### config.mk
export PLATFORM = sky130hd
export DESIGN_NAME = price_packet_parser_flat
export DESIGN_NICKNAME = d
export VERILOG_FILES = /design/src/rtl/arb_pkg.sv /design/src/rtl/price_packet_parser_if.sv /design/src/rtl/byte_timeout_timer.sv /design/src/rtl/price_packet_parser.sv /design/src/flat_wrapper.sv
export SDC_FILE = /design/constraint.sdc
export NUM_CORES = 1
export LEC_CHECK = 0
export BUFFER_PORTS_ARGS = -buffer_cell sky130_fd_sc_hd__buf_4
export CORE_UTILIZATION = 50
export CTS_CLUSTER_SIZE = 10
export DETAILED_ROUTE_END_ITERATION = 16
export PLACE_DENSITY = 0.73
export SYNTH_ARGS = -nofsm -noshare
export SYNTH_HDL_FRONTEND = slang
export SYNTH_SLANG_ARGS = --single-unit
### constraint.sdc
create_clock -name clk -period 3.02 [get_ports clk]
set_input_delay 0.302 -clock clk [delete_from_list [all_inputs] [get_ports clk]]
set_output_delay 0.302 -clock clk [all_outputs]
set_load 0.03 [all_outputs]
### src/rtl/arb_pkg.sv
// -----------------------------------------------------------------------------
// arb_pkg
// Definitions shared by the price packet parser and trade_strategy.
//   PRICE_W            : width of one exchange price, in cents
//   SYNC_BYTE_DEFAULT  : default packet start marker
//   parser_state_t     : parser FSM state encoding (6 states, 3 bits)
//   trade_action_t     : action codes emitted by trade_strategy
//   chk_fold()         : running XOR used to build the packet checksum
// -----------------------------------------------------------------------------
package arb_pkg;

    localparam int           PRICE_W           = 16;
    localparam logic [7:0]   SYNC_BYTE_DEFAULT = 8'hAA;

    typedef enum logic [2:0] {
        ST_HUNT = 3'd0,
        ST_A_HI = 3'd1,
        ST_A_LO = 3'd2,
        ST_B_HI = 3'd3,
        ST_B_LO = 3'd4,
        ST_CHK  = 3'd5
    } parser_state_t;

    typedef enum logic [1:0] {
        NO_TRADE     = 2'b00,
        BUY_A_SELL_B = 2'b01,
        BUY_B_SELL_A = 2'b10
    } trade_action_t;

    // The checksum covers the four price bytes only; the sync byte is excluded.
    function automatic logic [7:0] chk_fold(input logic [7:0] acc, input logic [7:0] data);
        return acc ^ data;
    endfunction

endpackage

### src/rtl/price_packet_parser_if.sv
// -----------------------------------------------------------------------------
// price_packet_parser_if
// Bundles the UART byte stream going into the parser and the validated price
// outputs going to trade_strategy.
//   rx_data/rx_valid      : byte stream from the UART receiver
//   price_A/price_B       : last validated prices, in cents
//   packet_valid          : one-cycle pulse, prices just updated
//   err_checksum          : one-cycle pulse, checksum mismatch
//   err_timeout           : one-cycle pulse, inter-byte timeout
//   pkt_count             : count of good packets (wraps)
// modport master : the side producing bytes and consuming prices
// modport slave  : the parser
// -----------------------------------------------------------------------------
interface price_packet_parser_if;
    import arb_pkg::*;

    logic [7:0]         rx_data;
    logic               rx_valid;
    logic [PRICE_W-1:0] price_A;
    logic [PRICE_W-1:0] price_B;
    logic               packet_valid;
    logic               err_checksum;
    logic               err_timeout;
    logic [15:0]        pkt_count;

    modport master (
        output rx_data, rx_valid,
        input  price_A, price_B, packet_valid, err_checksum, err_timeout, pkt_count
    );

    modport slave (
        input  rx_data, rx_valid,
        output price_A, price_B, packet_valid, err_checksum, err_timeout, pkt_count
    );

endinterface

### src/rtl/byte_timeout_timer.sv
// -----------------------------------------------------------------------------
// byte_timeout_timer
// Counts idle cycles between bytes of a packet and flags when the gap has
// reached TIMEOUT_CYCLES.
//   clk, rst   : clock, asynchronous active-high reset
//   i_enable   : count while high (packet in progress); held at 0 when low
//   i_clear    : a byte was accepted this cycle; restart the count
//   o_expired  : single-cycle flag, gap limit reached with no byte this cycle
// -----------------------------------------------------------------------------
module byte_timeout_timer #(
    parameter int TIMEOUT_CYCLES = 50000
) (
    input  logic clk,
    input  logic rst,
    input  logic i_enable,
    input  logic i_clear,
    output logic o_expired
);

    localparam int CNT_W = $clog2(TIMEOUT_CYCLES);

    logic [CNT_W-1:0] r_count;
    logic             w_at_limit;

    assign w_at_limit = (r_count == CNT_W'(TIMEOUT_CYCLES - 1));
    // A byte arriving on the limit cycle wins, so clear masks the expiry.
    assign o_expired  = i_enable & ~i_clear & w_at_limit;

    // NOTE: sequential state uses non-blocking assignments so every register
    // samples pre-edge values regardless of statement order.
    always_ff @(posedge clk or posedge rst) begin
        if (rst) begin
            r_count <= '0;
        end else if (!i_enable || i_clear || o_expired) begin
            r_count <= '0;
        end else begin
            r_count <= r_count + 1'b1;
        end
    end

endmodule

### src/rtl/price_packet_parser.sv
// -----------------------------------------------------------------------------
// price_packet_parser
// Frames the UART byte stream into 6-byte packets
//   SYNC, A_hi, A_lo, B_hi, B_lo, CHK   (CHK = A_hi ^ A_lo ^ B_hi ^ B_lo)
// and publishes validated big-endian prices. Bad or stalled packets are
// dropped with an error pulse; the last good prices are held.
//   clk, rst : 50 MHz clock, asynchronous active-high reset
//   bus      : price_packet_parser_if.slave (byte stream in, prices out)
// All outputs are registered.
// -----------------------------------------------------------------------------
module price_packet_parser
    import arb_pkg::*;
#(
    parameter logic [7:0] SYNC_BYTE      = SYNC_BYTE_DEFAULT,
    parameter int         TIMEOUT_CYCLES = 50000
) (
    input  logic                 clk,
    input  logic                 rst,
    price_packet_parser_if.slave bus
);

    parser_state_t      r_state;
    logic [PRICE_W-1:0] r_shadow_a;
    logic [PRICE_W-1:0] r_shadow_b;
    logic [7:0]         r_chk;
    logic [PRICE_W-1:0] r_price_a;
    logic [PRICE_W-1:0] r_price_b;
    logic               r_packet_valid;
    logic               r_err_checksum;
    logic               r_err_timeout;
    logic [15:0]        r_pkt_count;

    logic               w_timer_en;
    logic               w_expired;

    assign w_timer_en = (r_state != ST_HUNT);

    byte_timeout_timer #(
        .TIMEOUT_CYCLES (TIMEOUT_CYCLES)
    ) u_timer (
        .clk       (clk),
        .rst       (rst),
        .i_enable  (w_timer_en),
        .i_clear   (bus.rx_valid),
        .o_expired (w_expired)
    );

    always_ff @(posedge clk or posedge rst) begin
        if (rst) begin
            r_state        <= ST_HUNT;
            r_shadow_a     <= '0;
            r_shadow_b     <= '0;
            r_chk          <= '0;
            r_price_a      <= '0;
            r_price_b      <= '0;
            r_packet_valid <= 1'b0;
            r_err_checksum <= 1'b0;
            r_err_timeout  <= 1'b0;
            r_pkt_count    <= '0;
        end else begin
            // Pulses default low each cycle so they last exactly one cycle.
            r_packet_valid <= 1'b0;
            r_err_checksum <= 1'b0;
            r_err_timeout  <= 1'b0;

            if (bus.rx_valid) begin
                case (r_state)
                    ST_HUNT: begin
                        if (bus.rx_data == SYNC_BYTE) begin
                            r_chk   <= '0;
                            r_state <= ST_A_HI;
                        end
                    end
                    // Inside a packet every byte is data, including SYNC_BYTE.
                    ST_A_HI: begin
                        r_shadow_a[15:8] <= bus.rx_data;
                        r_chk            <= chk_fold(r_chk, bus.rx_data);
                        r_state          <= ST_A_LO;
                    end
                    ST_A_LO: begin
                        r_shadow_a[7:0] <= bus.rx_data;
                        r_chk           <= chk_fold(r_chk, bus.rx_data);
                        r_state         <= ST_B_HI;
                    end
                    ST_B_HI: begin
                        r_shadow_b[15:8] <= bus.rx_data;
                        r_chk            <= chk_fold(r_chk, bus.rx_data);
                        r_state          <= ST_B_LO;
                    end
                    ST_B_LO: begin
                        r_shadow_b[7:0] <= bus.rx_data;
                        r_chk           <= chk_fold(r_chk, bus.rx_data);
                        r_state         <= ST_CHK;
                    end
                    ST_CHK: begin
                        if (bus.rx_data == r_chk) begin
                            r_price_a      <= r_shadow_a;
                            r_price_b      <= r_shadow_b;
                            r_packet_valid <= 1'b1;
                            r_pkt_count    <= r_pkt_count + 16'd1;
                        end else begin
                            r_err_checksum <= 1'b1;
                        end
                        r_state <= ST_HUNT;
                    end
                    default: r_state <= ST_HUNT;
                endcase
            end else if (w_expired) begin
                r_err_timeout <= 1'b1;
                r_state       <= ST_HUNT;
            end
        end
    end

    assign bus.price_A      = r_price_a;
    assign bus.price_B      = r_price_b;
    assign bus.packet_valid = r_packet_valid;
    assign bus.err_checksum = r_err_checksum;
    assign bus.err_timeout  = r_err_timeout;
    assign bus.pkt_count    = r_pkt_count;

endmodule

### src/flat_wrapper.sv
// flat-port wrapper written by rule: the top's interface ports become plain ports
module price_packet_parser_flat import arb_pkg::*;
#(
    parameter logic [7:0] SYNC_BYTE      = SYNC_BYTE_DEFAULT,
    parameter int         TIMEOUT_CYCLES = 50000
)
  (clk, rst, bus_rx_data, bus_rx_valid, bus_price_A, bus_price_B, bus_packet_valid, bus_err_checksum, bus_err_timeout, bus_pkt_count);
  price_packet_parser_if bus_i ();
  input  logic clk;
  input  logic rst;
  input wire logic [$bits(bus_i.rx_data)-1:0] bus_rx_data;
  input wire logic [$bits(bus_i.rx_valid)-1:0] bus_rx_valid;
  output wire logic [$bits(bus_i.price_A)-1:0] bus_price_A;
  output wire logic [$bits(bus_i.price_B)-1:0] bus_price_B;
  output wire logic [$bits(bus_i.packet_valid)-1:0] bus_packet_valid;
  output wire logic [$bits(bus_i.err_checksum)-1:0] bus_err_checksum;
  output wire logic [$bits(bus_i.err_timeout)-1:0] bus_err_timeout;
  output wire logic [$bits(bus_i.pkt_count)-1:0] bus_pkt_count;
  assign bus_i.rx_data = bus_rx_data;
  assign bus_i.rx_valid = bus_rx_valid;
  assign bus_price_A = bus_i.price_A;
  assign bus_price_B = bus_i.price_B;
  assign bus_packet_valid = bus_i.packet_valid;
  assign bus_err_checksum = bus_i.err_checksum;
  assign bus_err_timeout = bus_i.err_timeout;
  assign bus_pkt_count = bus_i.pkt_count;
  price_packet_parser #(.SYNC_BYTE(SYNC_BYTE), .TIMEOUT_CYCLES(TIMEOUT_CYCLES)) u_core (.clk(clk), .rst(rst), .bus(bus_i));
endmodule
### Word-level counts from Yosys, hierarchy flattened

Cells that the tools add are included.

| word-level totals | value |
|---|---|
| register bits after elaboration | 110 |
| bits in latches | 0 |
| RAM bits | 0 |
| memory bits (read-only) | 0 |
| input port bits | 11 |
| output and inout port bits | 51 |
| memories kept | 0 |

| operators by class | value |
|---|---|
| add/sub/neg operators | 2 |
| multiply operators | 0 |
| divide/modulo/power cells | 0 |
| magnitude comparators | 0 |
| eq/ne operators | 10 |
| shift operators | 0 |
| multiplexer cells | 15 |
| bitwise gates (word level) | 4 |
| reductions and logical operators | 15 |

Operator list:

| kind | number |
|---|---|
| $add A16 B1 Y16 const B | 2 |
| $eq A16 B16 Y1 const B | 1 |
| $mux W16 | 1 |
| $pmux W8 S2 | 1 |
| $pmux W3 S5 | 1 |
| $reduce_and A2 Y1 | 5 |
| $mux W3 | 3 |
| $eq A8 B8 Y1 | 1 |
| $eq A8 B8 Y1 const B | 1 |
| $mux W1 | 8 |
| $mux W8 | 1 |
| $xor A8 B8 Y8 | 1 |
| $eq A3 B2 Y1 const B | 2 |
| $eq A3 B3 Y1 const B | 2 |
| $reduce_and A3 Y1 | 2 |
| $reduce_bool A2 Y1 | 2 |
| $reduce_or A4 Y1 | 1 |
| $eq A3 B1 Y1 const B | 1 |
| $logic_not A3 Y1 | 1 |
| $ne A3 B2 Y1 const B | 1 |
| $reduce_bool A3 Y1 | 1 |
| $and A1 B1 Y1 | 2 |
| $logic_or A1 B1 Y1 | 2 |
| $ne A2 B1 Y1 const B | 1 |
| 2 further kinds | 2 |

### Depth between registers and ports, before layout

Gate-level depths: netlist of run 1.

| depth | value |
|---|---|
| depth after elaboration | 5 |
| gate-level depth with buffers | 8 |
| gate-level depth less buffers | 6 |

### By module

A second synthesis of run 1 with hierarchy kept.

| second synthesis, totals | value |
|---|---|
| cell total of the unflattened synthesis | 367 |
| area total of the unflattened synthesis | 4,818.4 µm² |

Modules (own cells, without submodules):

| module | times used | cells an instance | area each (µm²) | seq. area each (µm²) |
|---|---|---|---|---|
| price_packet_parser | 1 | 284 | 3,886.2 | 2,352.3 |
| byte_timeout_timer | 1 | 83 | 932.1 | 400.4 |

### Least setup slack after synthesis of run 1

OpenSTA, ideal clock, no wires.

| path | value |
|---|---|
| path type | register to register |
| start | register u_core.r_pkt_count[2] (netlist: u_core.bus.pkt_count[2]) |
| end | register u_core.r_pkt_count[11] (netlist: u_core.bus.pkt_count[11]) |
| setup time | 0.080 ns |
| arrival | 1.496 ns |
| path slack | 1.444 ns |
| cell stages (with the launch flop) | 5 |
| buffers on the path | 0 |
| period minus slack after synthesis | 1.576 ns |
| cell sequence | dfrtp_1 -> and2_1 -> nand4_1 -> nor4_1 -> xor2_1 |

| between the ends | value |
|---|---|
| longest elaborated chain between the ends | 1 |

RTL lines:

| item | RTL line | RTL |
|---|---|---|
| from (decl) | price_packet_parser.sv:31 | `logic [15:0] r_pkt_count;` |
| from (signal assigned) | price_packet_parser.sv:100 | `r_pkt_count <= r_pkt_count + 16'd1;` |
| $add A16 B1 Y16 | price_packet_parser.sv:100 |  |

Every way passes these cells.
A chain may end at the register's enable or synchronous reset.

### Worst setup path after layout of run 1

| path | value |
|---|---|
| start | register u_core.r_state[1] |
| end | register u_core.r_pkt_count[6] (netlist: u_core.bus.pkt_count[6]) |

| between the ends | value |
|---|---|
| longest elaborated chain between the ends | 2 |

RTL lines:

| item | RTL line | RTL |
|---|---|---|
| from (decl) | price_packet_parser.sv:22 | `parser_state_t r_state;` |
| from (signal assigned) | price_packet_parser.sv:50 | `r_state <= ST_HUNT;` |
| from (signal assigned) | price_packet_parser.sv:71 | `r_state <= ST_A_HI;` |
| from (signal assigned) | price_packet_parser.sv:78 | `r_state <= ST_A_LO;` |
| $eq A3 B3 Y1 | price_packet_parser.sv:67 | `case (r_state)` |
| $reduce_and A3 Y1 (no source line) | -- |  |

Every way passes these cells.

==> metrics.txt, run 1 <==
outcome completed; total setup buffers inserted after CTS 0; Post-CTS Hold Fix Bufs 0; Die ar. 0.00979 mm2; Most Crowded Layer GR met2; setup TNS 0 ns; overall power 3.54 mW; vias in the first global route 3,255; Warnings, synthesis 0; Min Hold Slack 0.0889 ns; met2 Resource Use GR 33.9%; PwrDens approximately 650 mW/mm2; cts repair resizes 0; I/O pin cnt 62; Worst Tran Pin Value 0.857 ns; Max Root-Sink Buffers 2; routed vias 3,261; sequential cell area fraction in the yosys report 58.6%; Fmax achieved 498 MHz; GR Util met1 28.9%; arrival time worst endpoint about 2.3 ns; ys flop type dfrtp_1; critical path class reg -> reg; Detail Route Antenna Nets 0; post-synth top area share between 50% and 60%; Data required, critical path 3.28 ns; gr usage total a little over a fifth; DRT iter0 DRCs about 160; max_slew headroom 42.7%; Worst Setup Start Kind flip-flop; Syn Inst Count 435; Root Driver clkbuf_8; most frequent cells after synthesis nand2_1, dfrtp_1, nor2_1; Placed Area 0.00526 mm2; Clock Skew 0.0105 ns; max cap viols 0; final setup violation count 0; Synth area leaders dfrtp_1, nand2_1, mux2_2; top-count cell post-synth nand2_1; area grow syn2layout 15.8%; final slew viol count 0; Synth Net Count about 450; cell area after synthesis 0.00470 mm2; DR pass1 iterations 4; critical-path maximum fanout 37; first-pass GRT wire length 15.9 mm; Routed WL per cell 15.0 um; clock sink total 110; PortBufs 61; GRT met3 Usage between 4 and 5%; CTS tree yes; final net count a little over 500; Hold Crit Class in -> async; VDD IR-drop max 0.000323 V; grt total ovfl 0; Placed Cells about 600; Die Ht 98.9 um; share of cells above drive strength 1 25.0%; fin cells 615; H-Tree Depth 3; core area 0.00915 mm2; largest net degree at the start of global routing 43; initial antenna violation count 0; synth unique cells 37; post-synth top area cell dfrtp_1; via/cell ratio 5.30; Final Hold Viols 0; CTS Buf Count 9; DRC violations left 0; Post-synth EDFFs 0; fin crit share between 60% and 70%; clock period minus worst slack about 2 ns; Async SR Flop Fraction 100%; Syn Area/Cell 10.8 um2; final wirelength 9.26 mm; starting density of the core 51.3%; Yosys reg bits 110; DP HPWL around 6.4 mm; endpoint class of the critical path flip-flop; Leakage 2.70 nW; unrepaired setup endpoints after global routing false; clk slew on worst S/H paths 0.10 ns; Std-Cell Rows 35; antenna cells 0; final instance area 0.00544 mm2; die width about 99 um; placer congestion estimate 0.768; later-pin clock latency in the skew report 0.37 ns
## registers in the layout (all words and copies together) (netlist names), 3 cells and up
signal and flops:
u_core.u_timer.r_count 16, u_core.bus.price_B 16, u_core.bus.price_A 16, u_core.r_shadow_a 16, u_core.r_shadow_b 16, u_core.bus.pkt_count 16
u_core.r_state 3, u_core.r_chk 8
## cell type report
cell class | count | area (um2)
Clock buffer | 9 | 124
Clock inverter | 7 | 57.6
Fill cell | 770 | 3710
Inverter | 8 | 33.8
Multi-Input combinational cell | 305 | 1840
Sequential cell | 110 | 2750
Tap cell | 111 | 139
Timing Repair Buffer | 65 | 488
## stage by stage
stage | setup slack [ns] | utilization [%]
6_report | 1.01 | 59.4
5_1_grt | 0.838 | 59.4
4_1_cts | 0.974 | 59.4
3_5_place_dp | 0.993 | 57.4
3_3_place_gp | 1.03 | 57.4
2_1_floorplan | 1.39 | -
## critical path, cell delays in order (launching register included)
cell and delay (ns):
dfrtp_1 0.48, nand4b_1 0.25, nor3_2 0.26, nand3_4 0.10
inv_2 0.48, nand3_1 0.18, xnor2_1 0.15
## routing by layer
| layer | wire length, um | vias to the layer above |
|---|---|---|
| met1 | 4420 | 1633 |
| met3 | 321 | 9 |
| met5 | 0 | - |
| met4 | 89 | 0 |
| met2 | 4420 | 61 |
| li1 | - | 1558 |
## cells by family after synthesis
group,synth area share (%)
xor gates and xnor gates,7.09
and+or+nand+nor,21.2
AOI/OAI and AO/OA,2.77
adders and majority gates,0.533
muxes,7.67
DFF,58.6
buffers and inverters,2.16
## layout by cell type (no fill, tap or decap), types with 3 or more instances in the layout
| master | instances |
|---|---|
| and3_1 | 6 |
| buf_4 | 65 |
| clkbuf_8 | 9 |
| clkinvlp_4 | 3 |
| dfrtp_1 | 110 |
| inv_1 | 6 |
| mux2_2 | 32 |
| nand2_1 | 115 |
| nand2b_1 | 8 |
| nand3_1 | 10 |
| nand4_1 | 8 |
| nor2_1 | 35 |
| nor3_1 | 5 |
| nor3_2 | 6 |
| nor4bb_1 | 3 |
| o21ai_0 | 17 |
| xnor2_1 | 16 |
| xor2_1 | 22 |
## worst paths after layout
path,startpoint,to,slack (ns),cells after the start
min in group clk,bus_rx_valid,u_core.u_timer.r_count[2],0.17,2
hold reg to reg,u_core.r_shadow_b[13],u_core.bus.price_B[13],0.48,2
max in group asynchronous,rst,u_core.r_shadow_b[1],2.01,3
setup reg to reg,u_core.r_state[1],u_core.bus.pkt_count[6],1.01,6
setup / recovery,u_core.r_state[1],u_core.bus.pkt_count[6],1.01,6
hold / removal,rst,u_core.u_timer.r_count[0],0.09,2
## power by group
part	total, mW	switching (mW)	internal, mW
registers	1.98	0.208	1.77
clock network	0.833	0.522	0.310
logic	0.728	0.377	0.351
(Power assumes the default switching activity.)
==> run 2: changes to the inputs <==
--- a/config.mk
+++ b/config.mk
@@ -5,6 +5,7 @@
 export SDC_FILE = /design/constraint.sdc
 export NUM_CORES = 1
 export LEC_CHECK = 0
+export ABC_AREA = 1
 export BUFFER_PORTS_ARGS = -buffer_cell sky130_fd_sc_hd__buf_4
 export CORE_UTILIZATION = 50
 export CTS_CLUSTER_SIZE = 10
==> constraint.sdc (replaced) <==
create_clock -name clk -period 1.8 [get_ports clk]
set_input_delay 0.18 -clock clk [delete_from_list [all_inputs] [get_ports clk]]
set_output_delay 0.18 -clock clk [all_outputs]
set_load 0.03 [all_outputs]
==> metrics.txt, run 2 <==
outcome completed (unchanged); Switch Pwr 2.17 mW (was 1.11 mW); multiplexer share of the synthesized area 0% (was 7.67%); PortBufs 61 (unchanged); critical-path maximum fanout 12 (was 37); Clock Skew 0.0134 ns (was 0.0105 ns); clock sink total 110 (unchanged); core area 0.00991 mm2 (was 0.00915 mm2); Data required, critical path 2.05 ns (was 3.28 ns); Async SR Flop Fraction 100% (unchanged); Max Root-Sink Buffers 2 (unchanged); area grow syn2layout 15.5% (was 15.8%); Std-Cell Rows 36 (was 35); PwrDens 1030 mW/mm2 (was 650 mW/mm2); post-synth top area share 53.0% (was 58.6%); share of cells above drive strength 1 16.5% (was 25.0%); Syn Area/Cell 8.16 um2 (was 10.8 um2); Crit path top cell by count nand3_1; gr usage total 22.3% (was 20.9%); grt total ovfl 0 (unchanged); Post-synth EDFFs 0 (unchanged); later-pin clock latency in the skew report 0.36 ns (was 0.37 ns); routed vias 4,357 (was 3,261); cts repair resizes 0 (unchanged); Warnings, synthesis 0 (unchanged); CTS tree yes (unchanged); Fmax achieved 625 MHz (was 498 MHz); max_slew headroom 64.1% (was 42.7%); fin crit share 88.9% (was 66.5%); clock share of power 23.7% (was 23.6%); Leakage 3.13 nW (was 2.70 nW); top-count cell post-synth nand2_1 (unchanged); arrival time worst endpoint 1.85 ns (was 2.27 ns); DP HPWL 8.10 mm (was 6.35 mm); Synth Area in Compound Gates 4.29% (was 2.77%); largest family of logic cells by synthesized area simple AND/OR/NAND/NOR gates (unchanged); Worst Setup Start Kind flip-flop (unchanged); Worst Tran Pin Value 0.537 ns (was 0.857 ns); die width 104 um (was 98.9 um); cell area after synthesis 0.00520 mm2 (was 0.00470 mm2); Routed WL per cell 13.5 um (was 15.0 um); final setup violation count 0 (unchanged); starting density of the core 52.4% (was 51.3%); Min Hold Slack 0.128 ns (was 0.0889 ns); largest net degree at the start of global routing 57 (was 43); final wirelength 11.3 mm (was 9.26 mm); DRT iter0 DRCs 234 (was 159); endpoint class of the critical path flip-flop (unchanged); post-synthesis xor/xnor area fraction 2.70% (was 7.09%); Detail Route Antenna Nets 0 (unchanged); post-synth top area cell dfrtp_1 (unchanged); vias in the first global route 4,238 (was 3,255); Hold Crit Class in -> reg (was in -> async); most frequent cells after synthesis nand2_1, dfrtp_1, nor2_1 (unchanged); clock period minus worst slack 1.60 ns (was 2.01 ns); Net Sw Frac 35.0% (was 31.3%); CTS Buf Count 9 (unchanged); unrepaired setup endpoints after global routing false (unchanged); Power Internal 4.02 mW (was 2.43 mW); H-Tree Depth 3 (unchanged); CP Cell Sequence ha_1, nand3_1, nor3_1, nand3_1, nand2_1, buf_12, nor2_1 (was nand4b_1, nor3_2, nand3_4, inv_2, nand3_1, xnor2_1); I/O pin cnt 62 (unchanged); Yosys reg bits 110 (unchanged); synthesized-area fraction occupied by adder cells 0.482% (was 0.533%); Root Driver clkbuf_8 (unchanged); sequential cell area fraction in the yosys report 53.0% (was 58.6%); ys flop type dfrtp_1 (unchanged); Die Ht 104 um (was 98.9 um); DR pass1 iterations 4 (unchanged); Final Hold Viols 0 (unchanged); placer congestion estimate 0.853 (was 0.768); final net count 711 (was 512); VDD IR-drop max 0.000896 V (was 0.000323 V); CP peak stage delay 0.40 ns (was 0.48 ns); leading cell type in the layout, fill and taps excluded nand2_1 (unchanged); total setup buffers inserted after CTS 0 (unchanged); via/cell ratio 5.21 (was 5.30); first-pass GRT wire length 19.5 mm (was 15.9 mm); leading cell types in the layout, fill and taps excluded nand2_1, dfrtp_1, buf_4 (unchanged); Reg power frac 52.9% (was 55.9%); Die ar. 0.0108 mm2 (was 0.00979 mm2); clk slew on worst S/H paths 0.11 ns (was 0.10 ns); synth unique cells 28 (was 37); overall power 6.19 mW (was 3.54 mW); Synth Net Count 650 (was 448); Comb pwr share 23.4% (was 20.6%); simple-gate area share of the yosys netlist 32.8% (was 21.2%); critical path class reg -> reg (unchanged); final slew viol count 0 (unchanged); Worst path slowest cell dfrtp_1 (unchanged); Syn Inst Count 637 (was 435); initial antenna violation count 0 (unchanged); DRC violations left 0 (unchanged); fill count 901 (was 770); antenna cells 0 (unchanged); Synth area leaders dfrtp_1, nand2_1, nand4_1 (was dfrtp_1, nand2_1, mux2_2); max cap viols 0 (unchanged); setup TNS 0 ns (unchanged)
[run 2: cell count changes in the layout (fill, tap and decap cells not counted), moves of 12 or more]
cell     previous run  this run
mux2_2             32         0
nor2_1             35        48
inv_1               6        34
nand2_1           115       249
nand4_1             8        43
xor2_1             22         8
nand3_1            10        24
inv_2               1        13
[run 2: cell families (layout without fill, tap and decap cells)]
group                      after synthesis  in the layout
AOI/OAI and AO/OA                       43             43
DFF                                    110            110
and+or+nand+nor                        393            393
xor gates and xnor gates                16             16
buffers and inverters                   73            139
adders and majority gates                2              2
[run 2: path summary, 6_finish.rpt]
check                                     startpoint  cells past startpoint  slack, ns                        end
hold reg to reg                u_core.bus.price_A[1]                      2       0.48      u_core.bus.price_A[1]
max in group asynchronous                        rst                      4       0.81      u_core.r_shadow_a[11]
hold / removal                        bus_rx_data[7]                      3       0.13      u_core.r_shadow_b[15]
setup reg to reg           u_core.u_timer.r_count[0]                      7       0.20  u_core.u_timer.r_count[7]
setup / recovery           u_core.u_timer.r_count[0]                      7       0.20  u_core.u_timer.r_count[7]
min in group asynchronous                        rst                      3       0.37  u_core.u_timer.r_count[4]
[run 2: area by class of cell]
| class | instances | area (um2) | area share, % |
|---|---|---|---|
| multi-input combinational | 454 | 2090 | 34.9 |
| timing repair buffer | 75 | 603 | 10.1 |
| inverter | 48 | 184 | 3.07 |
| clock inverter | 7 | 76.3 | 1.27 |
| sequential | 110 | 2750 | 45.9 |
| clock buffer | 9 | 124 | 2.06 |
| tap | 133 | 166 | 2.77 |
[run 2: through the flow]
stage	cell area [um2]	worst slack, ns	instances	util [%]
floorplan	5200	0.223	637	-
global placement	5790	0.309	819	58.4
detailed placement	5790	0.253	819	58.4
CTS	6000	0.218	836	60.5
global route	6000	0.104	836	60.5
finish	6000	0.200	836	60.5
[run 2: timing repair]
| action | in CTS | in global routing |
|---|---|---|
| setup endpoints to repair | 0 | 0 |
| hold buffers | 1 | 0 |
| endpoints found under the hold margin | 15 | 0 |
[run 2: layer usage]
metal	vias up	global-route usage, %	wire length [um]
met5	-	0	0
li1	2169	-	-
met4	0	7.04	151
met1	2058	30.0	5160
met2	118	37.6	5490
met3	12	2.63	480
[run 2: power by group through the flow]
stage | logic, mW | clock network [mW] | registers [mW]
3_3_place_gp | 1.39 | 0 | 3.29
5_1_grt | 1.70 | 1.60 | 3.34
2_1_floorplan | 1.14 | 0 | 3.25
6_report | 1.45 | 1.46 | 3.28
4_1_cts | 1.47 | 1.50 | 3.27
3_5_place_dp | 1.46 | 0 | 3.32
[run 2: critical path: cells and delay by family (launching register included)]
kind                       cells  cell delay, ns
adders and majority gates      1            0.22
buffers and inverters          1            0.14
DFF                            1            0.40
and+or+nand+nor                5            0.73
